==> src/rtl/multicycle_logic_controller.sv <==
// rtl/multicycle_logic_controller.sv - FETCH/DECODE/EX/MEM/WB control sequencer for the 16-bit CR16-style core.
// Outputs are decoded from state and the opcode/function latched in DECODE; mem_ready gates FETCH and MEM.
module multicycle_logic_controller #(
  parameter int OPBITS       = 4,
  parameter int FUNCTBITS    = 4,
  parameter int MULT_LATENCY = 3
) (
  input  logic                 clk,
  input  logic                 reset_n,
  input  logic [OPBITS-1:0]    opcode,
  input  logic [FUNCTBITS-1:0] functionCode,
  input  logic                 mem_ready,
  output logic                 memReq,
  output logic                 irEn,
  output logic                 pcEn,
  output logic                 branch,
  output logic                 jump,
  output logic                 jumpRA,
  output logic                 raWrite,
  output logic                 CFWrite,
  output logic                 LZNWrite,
  output logic                 wbPSR,
  output logic                 RtSrcReg,
  output logic                 wbSrc,
  output logic                 memSrc,
  output logic                 shiftSrc,
  output logic                 aluSrcb,
  output logic                 shiftType,
  output logic                 regWriteEn,
  output logic                 memWrite,
  output logic [FUNCTBITS-1:0] aluop,
  output logic                 illegal,
  output logic [2:0]           state_dbg
);

  typedef enum logic [2:0] {
    S_FETCH  = 3'd0,
    S_DECODE = 3'd1,
    S_EX     = 3'd2,
    S_MEM    = 3'd3,
    S_WB     = 3'd4
  } state_t;

  localparam int CW = (MULT_LATENCY > 1) ? $clog2(MULT_LATENCY) : 1;

  localparam logic [OPBITS-1:0] OP_RTYPE   = OPBITS'(4'b0000);
  localparam logic [OPBITS-1:0] OP_RTYPE2  = OPBITS'(4'b1000);
  localparam logic [OPBITS-1:0] OP_MEMTYPE = OPBITS'(4'b0100);
  localparam logic [OPBITS-1:0] OP_ADDI    = OPBITS'(4'b0101);
  localparam logic [OPBITS-1:0] OP_SUBI    = OPBITS'(4'b1001);
  localparam logic [OPBITS-1:0] OP_MULTI   = OPBITS'(4'b1110);
  localparam logic [OPBITS-1:0] OP_CMPI    = OPBITS'(4'b1011);
  localparam logic [OPBITS-1:0] OP_ANDI    = OPBITS'(4'b0001);
  localparam logic [OPBITS-1:0] OP_ORI     = OPBITS'(4'b0010);
  localparam logic [OPBITS-1:0] OP_XORI    = OPBITS'(4'b0011);
  localparam logic [OPBITS-1:0] OP_BCOND   = OPBITS'(4'b1100);
  localparam logic [OPBITS-1:0] OP_JAL     = OPBITS'(4'b1111);
  localparam logic [OPBITS-1:0] OP_JRA     = OPBITS'(4'b0111);

  localparam logic [FUNCTBITS-1:0] F_ADD   = FUNCTBITS'(4'b0101);
  localparam logic [FUNCTBITS-1:0] F_ADDU  = FUNCTBITS'(4'b0110);
  localparam logic [FUNCTBITS-1:0] F_SUB   = FUNCTBITS'(4'b1001);
  localparam logic [FUNCTBITS-1:0] F_MULT  = FUNCTBITS'(4'b1110);
  localparam logic [FUNCTBITS-1:0] F_CMP   = FUNCTBITS'(4'b1011);
  localparam logic [FUNCTBITS-1:0] F_AND   = FUNCTBITS'(4'b0001);
  localparam logic [FUNCTBITS-1:0] F_OR    = FUNCTBITS'(4'b0010);
  localparam logic [FUNCTBITS-1:0] F_XOR   = FUNCTBITS'(4'b0011);
  localparam logic [FUNCTBITS-1:0] F_NOT   = FUNCTBITS'(4'b0100);
  localparam logic [FUNCTBITS-1:0] F_LSH   = FUNCTBITS'(4'b0100);
  localparam logic [FUNCTBITS-1:0] F_ASH   = FUNCTBITS'(4'b0110);
  localparam logic [FUNCTBITS-1:0] F_LOAD  = FUNCTBITS'(4'b0000);
  localparam logic [FUNCTBITS-1:0] F_STR   = FUNCTBITS'(4'b0100);
  localparam logic [FUNCTBITS-1:0] F_SCOND = FUNCTBITS'(4'b1101);
  localparam logic [FUNCTBITS-1:0] F_J     = FUNCTBITS'(4'b1100);
  localparam logic [FUNCTBITS-1:0] F_MEMADD = FUNCTBITS'(4'b0101);

  state_t                 r_state;
  state_t                 w_state_nxt;
  logic [OPBITS-1:0]      r_opcode;
  logic [FUNCTBITS-1:0]   r_funct;
  logic [CW-1:0]          r_mul_cnt;

  logic w_rtype, w_rtype2, w_memtype;
  logic w_add, w_addu, w_sub, w_mult, w_cmp, w_and, w_or, w_xor, w_not, w_rt_legal;
  logic w_lsh, w_lshi, w_ash, w_ashi, w_shift;
  logic w_load, w_str, w_scond, w_j;
  logic w_addi, w_subi, w_multi, w_cmpi, w_andi, w_ori, w_xori, w_bcond, w_itype;
  logic w_jal, w_jra;
  logic w_illegal, w_mul_any, w_short, w_ex_last, w_cf, w_lzn;

  assign w_rtype   = (r_opcode == OP_RTYPE);
  assign w_rtype2  = (r_opcode == OP_RTYPE2);
  assign w_memtype = (r_opcode == OP_MEMTYPE);

  assign w_add  = w_rtype && (r_funct == F_ADD);
  assign w_addu = w_rtype && (r_funct == F_ADDU);
  assign w_sub  = w_rtype && (r_funct == F_SUB);
  assign w_mult = w_rtype && (r_funct == F_MULT);
  assign w_cmp  = w_rtype && (r_funct == F_CMP);
  assign w_and  = w_rtype && (r_funct == F_AND);
  assign w_or   = w_rtype && (r_funct == F_OR);
  assign w_xor  = w_rtype && (r_funct == F_XOR);
  assign w_not  = w_rtype && (r_funct == F_NOT);
  assign w_rt_legal = w_add | w_addu | w_sub | w_mult | w_cmp | w_and | w_or | w_xor | w_not;

  // Immediate shifts ignore funct[0]: it carries the shift direction/amount bit.
  assign w_lsh   = w_rtype2 && (r_funct == F_LSH);
  assign w_lshi  = w_rtype2 && (r_funct[3:1] == 3'b000);
  assign w_ash   = w_rtype2 && (r_funct == F_ASH);
  assign w_ashi  = w_rtype2 && (r_funct[3:1] == 3'b001);
  assign w_shift = w_lsh | w_lshi | w_ash | w_ashi;

  assign w_load  = w_memtype && (r_funct == F_LOAD);
  assign w_str   = w_memtype && (r_funct == F_STR);
  assign w_scond = w_memtype && (r_funct == F_SCOND);
  assign w_j     = w_memtype && (r_funct == F_J);

  assign w_addi  = (r_opcode == OP_ADDI);
  assign w_subi  = (r_opcode == OP_SUBI);
  assign w_multi = (r_opcode == OP_MULTI);
  assign w_cmpi  = (r_opcode == OP_CMPI);
  assign w_andi  = (r_opcode == OP_ANDI);
  assign w_ori   = (r_opcode == OP_ORI);
  assign w_xori  = (r_opcode == OP_XORI);
  assign w_bcond = (r_opcode == OP_BCOND);
  assign w_itype = w_addi | w_subi | w_multi | w_cmpi | w_andi | w_ori | w_xori | w_bcond;

  assign w_jal = (r_opcode == OP_JAL);
  assign w_jra = (r_opcode == OP_JRA);

  assign w_illegal = !(w_rt_legal | w_shift | w_load | w_str | w_scond | w_j |
                       w_itype | w_jal | w_jra);
  assign w_mul_any = w_mult | w_multi;
  assign w_short   = w_cmp | w_cmpi | w_bcond | w_j | w_jra | w_jal | w_scond;
  assign w_ex_last = !w_mul_any || (r_mul_cnt == CW'(MULT_LATENCY - 1));
  assign w_cf      = w_add | w_addi | w_sub | w_subi | w_addu;
  assign w_lzn     = w_cmp | w_cmpi | w_sub | w_subi;

  always_ff @(posedge clk or negedge reset_n) begin
    if (!reset_n) begin
      r_state   <= S_FETCH;
      r_opcode  <= '0;
      r_funct   <= '0;
      r_mul_cnt <= '0;
    end else begin
      r_state <= w_state_nxt;
      if (r_state == S_DECODE) begin
        r_opcode <= opcode;
        r_funct  <= functionCode;
      end
      if ((r_state == S_EX) && w_mul_any && !w_ex_last) begin
        r_mul_cnt <= r_mul_cnt + CW'(1);
      end else begin
        r_mul_cnt <= '0;
      end
    end
  end

  always_comb begin
    w_state_nxt = S_FETCH;
    memReq      = 1'b0;
    irEn        = 1'b0;
    pcEn        = 1'b0;
    branch      = 1'b0;
    jump        = 1'b0;
    jumpRA      = 1'b0;
    raWrite     = 1'b0;
    CFWrite     = 1'b0;
    LZNWrite    = 1'b0;
    wbPSR       = 1'b0;
    RtSrcReg    = 1'b0;
    wbSrc       = 1'b0;
    memSrc      = 1'b0;
    shiftSrc    = 1'b0;
    aluSrcb     = 1'b0;
    shiftType   = 1'b0;
    regWriteEn  = 1'b0;
    memWrite    = 1'b0;
    aluop       = '0;
    illegal     = 1'b0;

    case (r_state)
      S_FETCH: begin
        memReq = 1'b1;
        if (mem_ready) begin
          irEn        = 1'b1;
          w_state_nxt = S_DECODE;
        end else begin
          w_state_nxt = S_FETCH;
        end
      end
      S_DECODE: w_state_nxt = S_EX;
      S_EX: begin
        if (w_illegal) begin
          illegal     = 1'b1;
          pcEn        = 1'b1;
          w_state_nxt = S_FETCH;
        end else begin
          if (w_rtype)              aluop = r_funct;
          else if (w_itype)         aluop = FUNCTBITS'(r_opcode);
          else if (w_load || w_str) aluop = F_MEMADD;
          aluSrcb    = w_itype;
          shiftSrc   = w_shift;
          shiftType  = w_ash | w_ashi;
          RtSrcReg   = w_lsh | w_ash;
          CFWrite    = w_cf & w_ex_last;
          LZNWrite   = w_lzn & w_ex_last;
          wbPSR      = (w_cf | w_lzn) & w_ex_last;
          branch     = w_bcond;
          jump       = w_j | w_jal;
          jumpRA     = w_jra;
          raWrite    = w_jal;
          regWriteEn = w_scond;
          pcEn       = w_short;
          if (!w_ex_last)           w_state_nxt = S_EX;
          else if (w_load || w_str) w_state_nxt = S_MEM;
          else if (w_short)         w_state_nxt = S_FETCH;
          else                      w_state_nxt = S_WB;
        end
      end
      S_MEM: begin
        memReq   = 1'b1;
        memSrc   = 1'b1;
        memWrite = w_str;
        if (!mem_ready)  w_state_nxt = S_MEM;
        else if (w_load) w_state_nxt = S_WB;
        else begin
          pcEn        = 1'b1;
          w_state_nxt = S_FETCH;
        end
      end
      S_WB: begin
        regWriteEn  = 1'b1;
        wbSrc       = w_load;
        pcEn        = 1'b1;
        w_state_nxt = S_FETCH;
      end
      default: w_state_nxt = S_FETCH;
    endcase

    // Reset masks every output combinationally so a reset between edges
    // drops memReq/memWrite without waiting for the state register.
    if (!reset_n) begin
      memReq     = 1'b0;
      irEn       = 1'b0;
      pcEn       = 1'b0;
      branch     = 1'b0;
      jump       = 1'b0;
      jumpRA     = 1'b0;
      raWrite    = 1'b0;
      CFWrite    = 1'b0;
      LZNWrite   = 1'b0;
      wbPSR      = 1'b0;
      RtSrcReg   = 1'b0;
      wbSrc      = 1'b0;
      memSrc     = 1'b0;
      shiftSrc   = 1'b0;
      aluSrcb    = 1'b0;
      shiftType  = 1'b0;
      regWriteEn = 1'b0;
      memWrite   = 1'b0;
      aluop      = '0;
      illegal    = 1'b0;
    end
  end

  assign state_dbg = r_state;

endmodule

==> config.mk <==
export PLATFORM = sky130hd
export DESIGN_NAME = multicycle_logic_controller
export DESIGN_NICKNAME = d
export VERILOG_FILES = /design/src/rtl/multicycle_logic_controller.sv
export SDC_FILE = /design/constraint.sdc
export NUM_CORES = 1
export LEC_CHECK = 0
export BUFFER_PORTS_ARGS = -buffer_cell sky130_fd_sc_hd__buf_2
export CORE_UTILIZATION = 30
export CTS_CLUSTER_DIAMETER = 200
export DETAILED_ROUTE_END_ITERATION = 7
export PLACE_DENSITY_LB_ADDON = 0.05
export SYNTH_ARGS = -nofsm -noshare
export SYNTH_HDL_FRONTEND = slang
export SYNTH_SLANG_ARGS = --single-unit
export TNS_END_PERCENT = 1
==> constraint.sdc <==
create_clock -name clk -period 1.9 [get_ports clk]
set_input_delay 0.095 -clock clk [delete_from_list [all_inputs] [get_ports clk]]
set_output_delay 0.095 -clock clk [all_outputs]
set_load 0.005 [all_outputs]
### After elaboration in Yosys (flattened, before gate mapping)

Index checks and enable logic that the tools add are counted.

| word-level totals | value |
|---|---|
| flip-flop bits (word level) | 13 |
| latch bits | 0 |
| bits in writable memories | 0 |
| memory bits (read-only) | 0 |
| input port bits | 11 |
| logic and storage cells | 178 |
| memories | 0 |

| cells by class | value |
|---|---|
| $add $sub $neg | 1 |
| $mul | 0 |
| div/mod/pow operators | 0 |
| $lt $le $gt $ge | 0 |
| eq/ne operators | 29 |
| shift-type cells | 0 |
| multiplexer cells | 70 |
| bitwise logic cells | 46 |
| reductions and logical operators | 28 |

Operators by type and width:

| kind | number |
|---|---|
| 1-bit two-way mux | 54 |
| 4-bit == test (second input constant) | 11 |
| 1-bit OR | 43 |
| 4-bit by 3-bit == test with 1-bit output (second input constant) | 6 |
| 3-bit two-way mux | 7 |
| 4-bit two-way mux | 5 |
| 1-bit logical AND | 19 |
| 4-bit by 2-bit == test with 1-bit output (second input constant) | 4 |
| 3-bit one-hot mux with 4 select lines | 1 |
| 4-bit by 1-bit == test with 1-bit output (second input constant) | 2 |
| 4-bit logical NOT | 2 |
| 3-bit by 1-bit == test with 1-bit output (second input constant) | 2 |
| 3-bit by 2-bit == test with 1-bit output (second input constant) | 2 |
| 3-bit logical NOT | 2 |
| 1-bit AND | 3 |
| 3-bit == test (second input constant) | 1 |
| 1-bit one-hot mux with 3 select lines | 1 |
| 2-bit by 1-bit adder with 2-bit output (second input constant) | 1 |
| 2-bit == test (second input constant) | 1 |
| 1-bit logical NOT | 2 |
| 1-bit logical OR | 2 |
| 2-bit two-way mux | 1 |
| 1-bit one-hot mux with 2 select lines | 1 |
| 2-bit OR reduction | 1 |

### Longest topological paths before layout

Gate-level depths: netlist (run 1).

| logic depth | value |
|---|---|
| depth in word-level cells | 21 |
| mapped depth | 7 |
| gate-level depth less buffers | 5 |

### Worst setup path after synthesis (run 1)

OpenSTA, ideal clock, no wires.

| timing path | value |
|---|---|
| path kind | register to output |
| start | register r_opcode[1] |
| end | output wbSrc |
| arrival | 1.528 ns |
| setup slack | 0.277 ns |
| cell stages (with the launch flop) | 6 |
| path buffers | 1 |
| path through | dfrtp_1 -> buf_6 -> or3_4 -> nand2b_4 -> or2_4 -> nor4_4 |

| between the ends | value |
|---|---|
| longest elaborated chain between the ends | 4 |

Ends and longest elaborated chain:

| element | RTL line | text |
|---|---|---|
| start: declaration | 79 | `logic [OPBITS-1:0] r_opcode;` |
| start signal: assignment | 148 | `r_opcode <= opcode;` |
| 4-bit by 3-bit == test with 1-bit output | 93 | `assign w_memtype = (r_opcode == OP_MEMTYPE);` |
| 1-bit logical AND | 113 | `assign w_load = w_memtype && (r_funct == F_LOAD);` |
| 1-bit two-way mux | 182 | `case (r_state)` |
| 1-bit two-way mux | 243 | `if (!reset_n) begin` |
| end: declaration | 24 | `output logic wbSrc,` |

No other way between the ends.

### Final worst setup path (run 1)

| timing path | value |
|---|---|
| start | register r_opcode[2] |
| end | output CFWrite |

| between the ends | value |
|---|---|
| longest elaborated chain between the ends | 21 |
| elaborated cells on any way between the ends | 67 |

Ends and longest elaborated chain:

| element | RTL line | text |
|---|---|---|
| 4-bit logical NOT | 91 | `assign w_rtype = (r_opcode == OP_RTYPE);` |
| 1-bit logical AND (on tied branches) | 95, 96 |  |
| 1-bit OR (8 in a row) | 104 | `assign w_rt_legal = w_add \| w_addu \| w_sub \| w_mult \| w_cmp \| w_and \| w_or \| w_xor \| w_not;` |
| 1-bit OR (6 in a row) | 131 | `assign w_illegal = !(w_rt_legal \| w_shift \| w_load \| w_str \| w_scond \| w_j \|` |
| 1-bit OR (2 in a row) | 132 | `w_itype \| w_jal \| w_jra);` |
| 1-bit two-way mux * | 194 | `if (w_illegal) begin` |
| 1-bit two-way mux * | 182 |  |
| 1-bit two-way mux * | 243 |  |
| end: declaration | 20 | `output logic CFWrite,` |

Mark *: on every way between the ends. The rest lies on a longest branch, timed or not.

==> reports/qor.txt, run 1 <==
worst hold path class: in -> reg
Worst Hold Launch: opcode[2]
Worst path slowest cell: dfrtp_2
initial antenna violation count: 0
CTS tree: yes
CP delay by family, top: simple AND/OR/NAND/NOR gates
Rel. slew slack: 77.7%
Main synth FF type: dfrtp_1
Die Height: 68.1 µm
post-synthesis register bit count: 13
fillers: 439
total congestion overflow: 0
Initial DRC Count: 80
Inserted Diodes: 0
synthesized netlist cell count: 151
largest net degree at the start of global routing: 17
CTS sink count: 13
clock latency on the worst-skew pair: 0.24 ns
Critical Path Start: r_opcode[2]$_DFFE_PN0N_
GP Congestion: 0.839
worst slew pin tran: 0.332 ns
total die area: 4630 µm²
Post-route DRC: 0
maximum vdd ir drop: 616 µV
DR pass1 iterations: 4
Vias/cell: 5.20
gr usage total: 16.8%
Place WS: 0.0576 ns
Clock transition at path regs: 0.05 ns
I/O Buffers: 36
EDFF count, synth: 0
Post-Syn Area: 1310 µm²
Worst Path Buf+Inv: 1
crit path max fanout: 6
Final Hold Fails: 0
CP Cell Sequence: nor4b_4 -> or3b_1 -> a31oi_1 -> nor3b_2 -> buf_2
Distinct cells, synth: 51
Worst setup EP type: primary output
leakage power: 0.763 nW
fin crit share: 107%
Power Density: 1480 nW/µm²
number of synthesis warnings: 0
final WL: 3740 µm
Worst Path Arrival: 1.94 ns
Critical Path Max Stage Delay: 0.46 ns
Seq/Total Area, Yosys: 24.8%
Syn Nets: 163
Worst R2R Start: r_opcode[0]$_DFFE_PN0N_
die width: 68.1 µm
RSZ-0062 raised after global routing: yes
status: complete, but fails checks
setup TNS: -1.14 ns
number of max-cap violations: 0
Ports: 37
final setup fails: 12
Syn-to-layout area delta: 33.1%
ys async rst share: 100%
initial core utilization: 32.1%
CTS max path bufs: 2
Achievable Freq: 0.492 GHz
antenna-violating nets left: 0
Final WS setup: -0.134 ns
Crit Path Category: reg -> out
via count: 1,304
share of layout cells above drive strength 1: 48.3%
clock root buffer master: clkbuf_8
Final nets: 214
Layout Skew: 0.00405 ns
final max-slew violation count: 0
HPWL after DPL: 2910 µm
failing checks: setup timing
Rows: 23
syn_area_per_cell: 8.68 µm²
Num CTS Buffers: 3
core area: 4090 µm²
Avg WL per Cell: 14.9 µm
vias in the first global route: 1,191
Worst setup SP type: flop
H-Tree Depth: 1
first-pass GRT wire length: 5840 µm
Worst EP required: 1.80 ns
fin crit period: 2.03 ns
kinds of logic after synthesis:
| family | share of synthesized area [%] |
|---|---|
| AND/OR/NAND/NOR | 41.7 |
| XOR/XNOR | 0.669 |
| buffers and inverters | 7.35 |
| AO/OA/AOI/OAI | 17.7 |
| flip-flops | 24.8 |
| adder cells (fa/ha/maj) | 0.955 |
| multiplexers | 6.78 |
synthesized netlist by cell type (all sizes together) (3+ instances only):
| master | number | area share [%] |
|---|---|---|
| nand2 | 16 | 4.6 |
| inv | 5 | 1.4 |
| nor4b | 7 | 5.8 |
| nor4 | 3 | 3.5 |
| nor2b | 6 | 2.9 |
| a31oi | 4 | 3.1 |
| o21ai | 7 | 2.7 |
| nor3 | 6 | 3.1 |
| nand2b | 5 | 3.0 |
| nand3 | 5 | 1.9 |
| buf | 9 | 5.1 |
| nand4 | 5 | 2.9 |
| dfrtp | 13 | 25 |
| nand3b | 3 | 2.0 |
| a21oi | 10 | 4.4 |
| mux2 | 7 | 6.0 |
| nor2 | 12 | 3.6 |
| nor3b | 3 | 3.0 |
| clkbuf | 3 | 0.86 |
power breakdown:
group | leakage, nW | switching [W] | internal (W) | total [W]
clock | 0.0228 | 0.0000971 | 0.000148 | 0.000245
combinational | 0.582 | 0.000911 | 0.000806 | 0.00172
sequential | 0.159 | 0.000219 | 0.000399 | 0.000618
total | 0.763 | 0.00123 | 0.00135 | 0.00258
per-stage QoR:
step                total power (W)  area [µm²]  std cells  hold slack (ns)  utilization, %
floorplan                   0.00173        1310        151           -0.201               -
global placement            0.00223        1620        243           0.0948            39.7
detailed placement          0.00224        1620        243           0.0952            39.7
CTS                         0.00255        1710        251           0.0671            41.9
global route                0.00279        1740        251           0.0814            42.7
finish                      0.00258        1740        251           0.0683            42.7
cell usage in the layout (no fill, tap or decap), types with 3 or more instances in the layout:
| master | Yosys | layout |
|---|---|---|
| nand3_1 | 5 | 4 |
| dfrtp_2 | 0 | 3 |
| clkbuf_8 | 0 | 3 |
| nand2_1 | 16 | 16 |
| mux2_2 | 7 | 7 |
| a21oi_1 | 8 | 7 |
| nor2b_1 | 6 | 4 |
| dfrtp_1 | 13 | 10 |
| nand4_1 | 4 | 4 |
| nor3_1 | 4 | 3 |
| o21ai_0 | 7 | 7 |
| buf_2 | 5 | 36 |
| buf_4 | 1 | 19 |
| nand2b_1 | 4 | 4 |
| a21oi_2 | 2 | 3 |
| nor4b_1 | 6 | 4 |
| a31oi_1 | 3 | 3 |
| inv_1 | 5 | 5 |
| nor2_1 | 11 | 11 |
| nor3_2 | 2 | 3 |
state kept, by name (all words and copies together), names as in the netlist:
signal,cells
state_dbg,3
r_mul_cnt,2
r_opcode,4
r_funct,4
worst paths after layout:
check                                          end  slack, ns  cells past startpoint
max                                        CFWrite      -0.13                      5
min                        r_opcode[2]$_DFFE_PN0N_       0.07                      3
max reg2reg                 state_dbg[2]$_DFF_PN0_       0.14                      6
min reg2reg                 r_mul_cnt[0]$_DFF_PN0_       0.42                      1
max in group asynchronous   r_funct[1]$_DFFE_PN0N_       1.33                      3
min in group asynchronous   state_dbg[0]$_DFF_PN0_       0.37                      3
layer usage:
layer	share of wire [%]	GRT usage, %
met4	0.51	5.47
met3	4.1	2.17
met1	52	24.4
met2	43	25.2
met5	0	0
worst reg2reg max path, stage by stage (launching register included):
cell and delay (ns):
dfrtp_1 0.42, or3_4 0.43, nand2b_4 0.18, or2_4 0.27, buf_4 0.16, nor3_2 0.14, a21o_1 0.10
layout make-up:
class                      instances  area [µm²]  share of cell area, %
tap                               50        62.6                   3.59
inverter                           5        18.8                   1.08
timing repair buffer              58         364                   20.9
sequential                        13         329                   18.9
multi-input combinational        121         925                   53.0
clock buffer                       4        45.0                   2.58
repair_timing:
action | 4_1_cts | 5_1_grt
buffers inserted | 3 | 0
hold endpoints to repair | 13 | 0
hold buffers | 1 | 0
resized for setup | 5 | 7
pin swaps | 2 | 4
setup endpoints to repair | 14 | 16
Note: power is estimated with default switching activity, not from simulation.
==> run 2: changes to the inputs <==
CORE_UTILIZATION = 42   (was 30)
==> run 2 against run 1 <==
  * The run ends with DRC, setup timing left
  * Flip-flop and latch count is the same
  * Final cell count down 7.2%
  * Register-to-register slack lost 0.02 ns
  * Sequential power rose by 3.7%
  * Utilization up 18 points
  * Global-route usage grew 4.7 points
  * Critical path type unchanged
==> reports/qor.txt, run 2 (synthesized netlist as in run 1, its figures left out) <==
crit path max fanout: 5 (-1)
initial antenna violation count: 0 (unchanged)
Worst setup SP type: flop
Worst path slowest cell: dfrtp_2
Vias/cell: 5.54 (+6.6%)
vias in the first global route: 1,221 (+2.5%)
most common cell after layout, fill and taps aside: buf_2
Num CTS Buffers: 3 (unchanged)
first-pass GRT wire length: 5730 µm (-2.0%)
Syn-to-layout area delta: 32.4%
total die area: 3350 µm² (-28%)
CP Cell Sequence: or3_4 -> nand2b_4 -> a31oi_4 -> o21bai_4 -> a221oi_2 -> buf_2
Worst Path Buf+Inv: 1 (unchanged)
GP Congestion: 0.890 (+6.1%)
Layout Skew: 0.00725 ns (+0.00320 ns)
Critical Path Max Stage Delay: 0.45 ns (about the same)
worst hold path class: in -> reg
Worst Path Arrival: 1.99 ns (+0.05 ns)
Final nets: 215 (+0.47%)
Achievable Freq: 0.480 GHz (-2.3%)
Final Util: 60.8% (+18 points)
Min Hold Slack: 0.0274 ns (-0.0409 ns)
Worst setup EP type: primary output
Die Height: 57.9 µm (-15%)
RSZ-0062 raised after global routing: yes
total congestion overflow: 0 (unchanged)
initial core utilization: 45.9% (+14 points)
maximum vdd ir drop: 839 µV (+36%)
design area: 1730 µm² (-0.57%)
Final WS setup: -0.182 ns (-0.0482 ns)
final WL: 3460 µm (-7.3%)
Rel. slew slack: 75.2% (-2.4 points)
commonest non-fill, non-tap cells in the layout: buf_2 (36), buf_4 (19), nand2_1 (16)
Inserted Diodes: 0 (unchanged)
Ports: 37 (unchanged)
Final Hold Fails: 0 (unchanged)
H-Tree Depth: 1 (unchanged)
leakage power: 0.754 nW (-1.3%)
clock root buffer master: clkbuf_4
status: complete, but fails checks
final setup fails: 14 (+2)
Rows: 19 (-17%)
die width: 57.9 µm (-15%)
clock latency on the worst-skew pair: 0.27 ns (+0.03 ns)
Power Density: 1470 nW/µm² (-0.52%)
fillers: 258 (-41%)
Post-route DRC: 5 (+5)
Clock transition at path regs: 0.07 ns (+0.02 ns)
via count: 1,290 (-1.1%)
placed cell area: 1560 µm² (-4.1%)
fin crit period: 2.08 ns (+0.0482 ns)
DR pass1 iterations: 6 (+2)
Avg WL per Cell: 14.9 µm (-0.15%)
antenna-violating nets left: 0 (unchanged)
failing checks: DRC, setup timing
I/O Buffers: 36 (unchanged)
Worst EP required: 1.80 ns (about the same)
core area: 2850 µm² (-30%)
CTS tree: yes
CTS max path bufs: 2 (unchanged)
final max-slew violation count: 0 (unchanged)
fin crit share: 110% (+2.5 points)
Crit Path Category: reg -> out
CTS sink count: 13 (unchanged)
worst slew pin tran: 0.367 ns (+0.0342 ns)
share of layout cells above drive strength 1: 50.5% (+2.2 points)
Initial DRC Count: 50 (-38%)
gr usage total: 21.5% (+4.7 points)
largest net degree at the start of global routing: 18 (+1)
HPWL after DPL: 2560 µm (-12%)
Register-to-Register Setup Slack: 0.12 ns (-0.02 ns)
CP delay by family, top: simple AND/OR/NAND/NOR gates
number of max-cap violations: 0 (unchanged)
run 2: changes by cell type in the layout (fill, tap and decap cells not counted), moves of 3 or more:
| cell | previous run | this run |
|---|---|---|
| a21oi_2 | 3 | 0 |
| clkbuf_4 | 0 | 3 |
| clkbuf_8 | 3 | 0 |
| dfrtp_1 | 10 | 7 |
| dfrtp_2 | 3 | 6 |
run 2: power breakdown:
part | switching (W) | internal [W]
clock | 0.0000867 | 0.0000812
sequential | 0.000237 | 0.000404
combinational | 0.000917 | 0.000827
run 2: cell type report:
class	count	area (µm²)	area share, %
Timing Repair Buffer	58	359	20.7
Tap cell	31	38.8	2.24
Sequential cell	13	333	19.2
Inverter	5	18.8	1.08
Clock buffer	4	26.3	1.52
Multi-Input combinational cell	122	958	55.3
run 2: worst paths after layout:
check,start,endpoint,cells past startpoint
max in group asynchronous,reset_n,r_opcode[2]$_DFFE_PN0N_,3
min in group asynchronous,reset_n,r_mul_cnt[0]$_DFF_PN0_,3
min,opcode[2],r_opcode[2]$_DFFE_PN0N_,3
min reg2reg,r_mul_cnt[0]$_DFF_PN0_,r_mul_cnt[0]$_DFF_PN0_,1
max reg2reg,r_opcode[2]$_DFFE_PN0N_,state_dbg[2]$_DFF_PN0_,7
max,r_funct[0]$_DFFE_PN0N_,aluop[3],6
run 2: timing repair:
action                                  CTS  global route
gates resized for setup                   6            14
pin swaps                                 2             8
hold buffers                              1             0
setup buffers                             2             5
endpoints found under the setup margin   14            18
gates cloned                              0             1
hold endpoints to repair                 13             0
run 2: stage by stage:
step                total power [W]  setup TNS, ns  worst slack, ns  instances
finish                      0.00255          -1.78           -0.182        233
global route                0.00277          -3.33           -0.289        233
CTS                         0.00236          -1.59           -0.157        227
detailed placement          0.00212              0           0.0640        220
global placement            0.00209              0            0.107        220
floorplan                   0.00173              0            0.277        151
run 2: worst min-delay path, cell delays in order:
cell	delay [ns]
buf_2	0.07
nand2_1	0.03
o21ai_0	0.06
run 2: metal layers:
metal | part of all wire, % | up-vias | track usage (%) | wire length [µm]
met1 | 49 | 591 | 31.7 | 1710
li1 | - | 656 | - | -
met4 | 1.3 | 0 | 7.48 | 44
met2 | 46 | 37 | 33.8 | 1590
met5 | 0 | - | 0 | 0
met3 | 3.4 | 6 | 0.893 | 119
